--- config.mk ---
export PLATFORM = sky130hd
export DESIGN_NAME = psum_wb
export DESIGN_NICKNAME = d
export VERILOG_FILES = /design/src/rtl/psum_wb.sv
export SDC_FILE = /design/constraint.sdc
export NUM_CORES = 1
export LEC_CHECK = 0
export BUFFER_PORTS_ARGS = -buffer_cell sky130_fd_sc_hd__buf_2
export CORE_MARGIN = 2
export CORE_UTILIZATION = 60
export CTS_BUF_LIST = sky130_fd_sc_hd__clkbuf_8
export DETAILED_ROUTE_END_ITERATION = 12
export PLACE_DENSITY = 0.82
export RECOVER_POWER = 50
export SLEW_MARGIN = 20
export SYNTH_ARGS = -nofsm -noshare
export SYNTH_HDL_FRONTEND = slang
export SYNTH_SLANG_ARGS = --single-unit
--- constraint.sdc ---
create_clock -name clk -period 2.9 [get_ports clk]
set_input_delay 0.435 -clock clk [delete_from_list [all_inputs] [get_ports clk]]
set_output_delay 0.435 -clock clk [all_outputs]
set_load 0.02 [all_outputs]
--- src/rtl/psum_wb.sv ---
// Partial-sum write-back: buffers SFU results in a small FIFO, optionally applies
// ReLU, and streams them to the psum SRAM at sequential addresses from a base.
module psum_wb #(
  parameter int unsigned psum_bw    = 32,
  parameter int unsigned addr_bw    = 11,
  parameter int unsigned fifo_depth = 4
) (
  input  logic                      clk,
  input  logic                      reset_n,
  input  logic                      start,
  input  logic [addr_bw-1:0]        base_addr,
  input  logic [addr_bw-1:0]        num_words,
  input  logic                      relu_en,
  input  logic                      in_valid,
  input  logic signed [psum_bw-1:0] psum_in,
  input  logic                      mem_busy,
  output logic                      in_ready,
  output logic                      mem_wr_en,
  output logic [addr_bw-1:0]        mem_addr,
  output logic [psum_bw-1:0]        mem_data,
  output logic                      busy,
  output logic                      done,
  output logic                      overflow
);

  localparam int unsigned ptr_w = (fifo_depth > 1) ? $clog2(fifo_depth) : 1;
  localparam int unsigned cnt_w = ptr_w + 1;

  localparam logic [0:0] st_idle = 1'b0;
  localparam logic [0:0] st_run  = 1'b1;

  logic [0:0]         state, state_nxt;
  logic [psum_bw-1:0] fifo_mem [fifo_depth];
  logic [ptr_w-1:0]   rd_ptr, wr_ptr;
  logic [cnt_w-1:0]   count;
  logic [addr_bw-1:0] base_q, nw_q, wr_cnt;
  logic               relu_q;
  logic [psum_bw-1:0] head;
  logic               full, empty;
  logic               start_ok, push, pop, drop, last, done_nxt;

  assign full     = (count == cnt_w'(fifo_depth));
  assign empty    = (count == '0);
  assign in_ready = ~full;
  assign busy     = (state == st_run);
  assign head     = fifo_mem[rd_ptr];

  // Next-state and per-cycle control decode
  always_comb begin
    state_nxt = state;
    start_ok  = 1'b0;
    push      = 1'b0;
    pop       = 1'b0;
    drop      = 1'b0;
    last      = 1'b0;
    done_nxt  = 1'b0;
    case (state)
      st_idle: begin
        if (start) begin
          start_ok = 1'b1;
          if (num_words != '0) state_nxt = st_run;
          else                 done_nxt  = 1'b1;
        end
      end
      st_run: begin
        pop  = ~empty & ~mem_busy;
        last = pop & (wr_cnt == nw_q - addr_bw'(1));
        // A full FIFO still accepts a word when the head leaves on the same edge
        if (in_valid) begin
          if (~full | pop) push = 1'b1;
          else             drop = 1'b1;
        end
        if (last) begin
          state_nxt = st_idle;
          done_nxt  = 1'b1;
        end
      end
      default: state_nxt = st_idle;
    endcase
  end

  always_ff @(posedge clk or negedge reset_n) begin
    if (!reset_n) state <= st_idle;
    else          state <= state_nxt;
  end

  // FIFO storage carries no reset; occupancy and pointers define validity
  always_ff @(posedge clk) begin
    if (push) fifo_mem[wr_ptr] <= psum_in;
  end

  always_ff @(posedge clk or negedge reset_n) begin
    if (!reset_n) begin
      wr_ptr <= '0;
      rd_ptr <= '0;
      count  <= '0;
    end else if (start_ok) begin
      wr_ptr <= '0;
      rd_ptr <= '0;
      count  <= '0;
    end else begin
      if (push) wr_ptr <= wr_ptr + ptr_w'(1);
      if (pop)  rd_ptr <= rd_ptr + ptr_w'(1);
      count <= count + cnt_w'(push) - cnt_w'(pop);
    end
  end

  // Tile configuration, write counter and sticky overflow
  always_ff @(posedge clk or negedge reset_n) begin
    if (!reset_n) begin
      base_q   <= '0;
      nw_q     <= '0;
      relu_q   <= 1'b0;
      wr_cnt   <= '0;
      overflow <= 1'b0;
    end else if (start_ok) begin
      base_q   <= base_addr;
      nw_q     <= num_words;
      relu_q   <= relu_en;
      wr_cnt   <= '0;
      overflow <= 1'b0;
    end else begin
      if (pop)  wr_cnt   <= wr_cnt + addr_bw'(1);
      if (drop) overflow <= 1'b1;
    end
  end

  // SRAM write port; address and data hold between writes
  always_ff @(posedge clk or negedge reset_n) begin
    if (!reset_n) begin
      mem_wr_en <= 1'b0;
      mem_addr  <= '0;
      mem_data  <= '0;
      done      <= 1'b0;
    end else begin
      mem_wr_en <= pop;
      done      <= done_nxt;
      if (pop) begin
        mem_addr <= base_q + wr_cnt;
        mem_data <= (relu_q && head[psum_bw-1]) ? '0 : head;
      end
    end
  end

endmodule

==> flow_summary.toml <==
[worst_setup_path]
crit_required_ns = 3.23
critical_path.max_fanout = 7
worst-endpoint-arrival_ns = 2.92
path_class = "flip-flop to flip-flop"
setup_crit_end_kind = "flip-flop"
reg2reg_slack_ns = 0.32
crit_path_start_kind = "flip-flop"

[synthesis]
synth_cells = 589
post-synth-top-area-fraction_pct = 43.5
synthArstFlopShare_pct = 40.7
dominantRegCellSynth = "sky130_fd_sc_hd__edfxtp_1"
synth.area.top_cells = "sky130_fd_sc_hd__edfxtp_1 43%, sky130_fd_sc_hd__dfrtp_1 25%, sky130_fd_sc_hd__mux4_2 8.1%"
synth.avg_cell_area_um2 = 15.0
synth_nets = 669
ys_top_cells_by_count = "128 x sky130_fd_sc_hd__edfxtp_1, 88 x sky130_fd_sc_hd__dfrtp_1, 85 x sky130_fd_sc_hd__nand2_1, 32 x sky130_fd_sc_hd__a22o_1, 32 x sky130_fd_sc_hd__mux4_2"
seq_total_area_yosys_pct = 68.3
yosys.area.top_type = "sky130_fd_sc_hd__edfxtp_1"
yosys.cell_count.top_type = "sky130_fd_sc_hd__edfxtp_1"
netlist-cell-type-count = 43
syn-cell-area_um2 = 8850
warnings_synthesis = 0
synth_edf_count = 128
synth-seq-cells = 216

[cts]
post_cts_resized = 0
clock_sink_count = 216
clock_tree.htree_level_count = 2
numCtsBuffers = 35
tritoncts_clock_tree = "built"
clock_pin_transition_on_the_worst_setup_and_hold_timing_paths_ns = 0.06
ctsRootBufferMaster = "sky130_fd_sc_hd__clkbuf_8"
clk_latency_ns = 0.54
post_cts_hold_buffer_count = 1
max-clock-path-buffers = 3
cts_setup_buffers = 0

[detailed_routing]
drtIter0Drc = 409
top_layer = "met4"
drt-pass1-iter-count = 5
drc_errors = 0
dr_vias_cell = 5.89
finalWirelength_um = 18400
wire_length_on_met1_um = 7120
sum_of_met2_wire_segment_lengths_after_detailed_routing_um = 9480
final_antenna_net_count = 0
route.vias.total = 5471
wl_met3_um = 1440
wl_per_cell_um = 19.8

[power]
power_density_nw_per_um2 = 1080
static-leakage-power_nw = 4.21
ir_worst_vdd_mv = 0.655
finalPower_w = 0.0111

[hold_path]
worst_hold_path_type = "primary input to flip-flop"

[floorplanning]
floorplan.io_pins = 108
dieWidth_um = 125
floorplan.initialDensity_pct = 61.1
core_area_um2 = 14500
die_y_um = 125
rows = 44
die_area_um2 = 15700

[finish]
antenna_cells = 0
final_nets = 800
postLayoutCoreUtil_pct = 71.0
layout_cell_share_with_drive_strength_beyond_1_pct = 21.3
syn2layout_area_growth_pct = 16.3
layout.filler_cells = 981

[run_status]
failed_checks = "max-capacitance violations, max-slew violations"
status = "finished, violations left"

[sta]
timing.fmax_mhz = 387
slew_headroom_pct = -16.4
timing.clock.skew_ns = 0.0255
finalCriticalPeriod_ns = 2.58
worst-slew-pin-transition_ns = 1.75
grt_setup_unrepaired = "false"
finalCritPeriodShare_pct = 89.1
finalHoldViolCount = 0
slew_viol_final = 41
fin_worst_hold_slack_ns = 0.100
final_tns_setup_ns = 0
setup_viol_count_final = 0

[global_route]
antenna_found_initial = 0
first_global_vias = 5708
grt_max_degree = 58
global_route.overflow_total = 0
grtUsageTotal_pct = 23.8
global_route_wire_length_before_repair_um = 29200

[job]
maxCapViolCount = 1

[placement]
gp_congestion = 0.864
place.port_buffers = 107
place_hpwl_um = 11600
==> routing by layer <==
| layer | GRT usage [%] | vias to the layer above |
|---|---|---|
| met2 | 40.6 | 206 |
| met4 | 7.25 | 0 |
| met5 | 0 | - |
| met1 | 29.8 | 2777 |
| met3 | 7.15 | 35 |
| li1 | - | 2453 |
==> stage by stage <==
| step | std cells | cell area, um2 | worst slack, ns |
|---|---|---|---|
| floorplan | 589 | 8850 | 0.439 |
| global placement | 866 | 9640 | 0.591 |
| detailed placement | 866 | 9640 | 0.484 |
| CTS | 929 | 10400 | 0.390 |
| global route | 929 | 10300 | 0.0961 |
| finish | 929 | 10300 | 0.315 |
==> registers in the layout, indices dropped and copies added (netlist names) <==
| signal | cells |
|---|---|
| base_q | 11 |
| mem_addr | 11 |
| relu_q | 1 |
| fifo_mem | 128 |
| busy | 1 |
| mem_data | 32 |
| done | 1 |
| rd_ptr | 2 |
| wr_ptr | 2 |
| nw_q | 11 |
| overflow | 1 |
| mem_wr_en | 1 |
| count | 3 |
| wr_cnt | 11 |
==> kinds of logic (layout without fill, tap and decap cells) <==
family | Yosys count | count (layout) | synth area share (%)
AOI/OAI and AO/OA | 82 | 82 | 6.59
xor gates and xnor gates | 35 | 35 | 3.47
adders and majority gates | 20 | 20 | 3.00
buffers and inverters | 43 | 199 | 1.97
DFF | 216 | 216 | 68.3
muxes | 33 | 33 | 8.26
and+or+nand+nor | 160 | 160 | 8.37
==> cells in the final DEF (no fill, tap or decap), types with 4 or more instances in the layout <==
cell type / count
sky130_fd_sc_hd__a21oi_1: 6
sky130_fd_sc_hd__a22o_1: 32
sky130_fd_sc_hd__buf_4: 9
sky130_fd_sc_hd__mux4_2: 32
sky130_fd_sc_hd__clkbuf_8: 36
sky130_fd_sc_hd__bufinv_16: 4
sky130_fd_sc_hd__a31oi_1: 5
sky130_fd_sc_hd__edfxtp_1: 128
sky130_fd_sc_hd__nand2_1: 85
sky130_fd_sc_hd__buf_2: 57
sky130_fd_sc_hd__a21o_1: 4
sky130_fd_sc_hd__nor3_1: 5
sky130_fd_sc_hd__inv_1: 29
sky130_fd_sc_hd__nand2b_1: 6
sky130_fd_sc_hd__and2_2: 4
sky130_fd_sc_hd__dfrtp_1: 87
sky130_fd_sc_hd__nand4_1: 7
sky130_fd_sc_hd__ha_1: 18
sky130_fd_sc_hd__nand3_1: 12
sky130_fd_sc_hd__clkinv_2: 4
sky130_fd_sc_hd__xor2_1: 22
sky130_fd_sc_hd__o21ai_0: 23
sky130_fd_sc_hd__xnor2_1: 13
sky130_fd_sc_hd__clkbuf_1: 52
sky130_fd_sc_hd__nor2_1: 22
==> layout make-up <==
class                   count  area (um2)  share of cell area (%)
multi-input cells         330        2640                    25.7
inverters                  15        56.3                   0.547
repair buffers            122         588                    5.72
clock buffers              36         495                    4.82
well taps                 184         230                    2.24
flip-flops and latches    216        6050                    58.8
clock inverters            26         226                    2.20
==> path summary, 6_finish.rpt <==
path | startpoint | endpoint | cells past startpoint
min in group asynchronous | reset_n | base_q[2] | 2
setup reg to reg | count[1] | count[2] | 12
max in group asynchronous | reset_n | mem_data[3] | 3
hold / removal | base_addr[6] | base_q[6] | 3
setup / recovery | count[1] | count[2] | 12
hold reg to reg | mem_addr[9] | mem_addr[9] | 2
==> worst max-delay path: stages (launching register included) <==
cell and delay [ns]:
sky130_fd_sc_hd__dfrtp_1 0.43, sky130_fd_sc_hd__nor2_1 0.21, sky130_fd_sc_hd__nand3_1 0.11, sky130_fd_sc_hd__and3_1 0.27
sky130_fd_sc_hd__inv_1 0.14, sky130_fd_sc_hd__ha_1 0.26, sky130_fd_sc_hd__inv_1 0.06, sky130_fd_sc_hd__ha_1 0.13
sky130_fd_sc_hd__inv_1 0.05, sky130_fd_sc_hd__fa_1 0.37, sky130_fd_sc_hd__xor2_1 0.17, sky130_fd_sc_hd__xnor2_1 0.14
sky130_fd_sc_hd__nor2_1 0.06
==> power by group <==
group          internal, W  switching (W)  leakage (nW)
sequential         0.00419       0.000605          2.27
clock              0.00153        0.00120         0.423
combinational      0.00157        0.00201          1.52
Note: power is estimated with default switching activity, not from simulation.
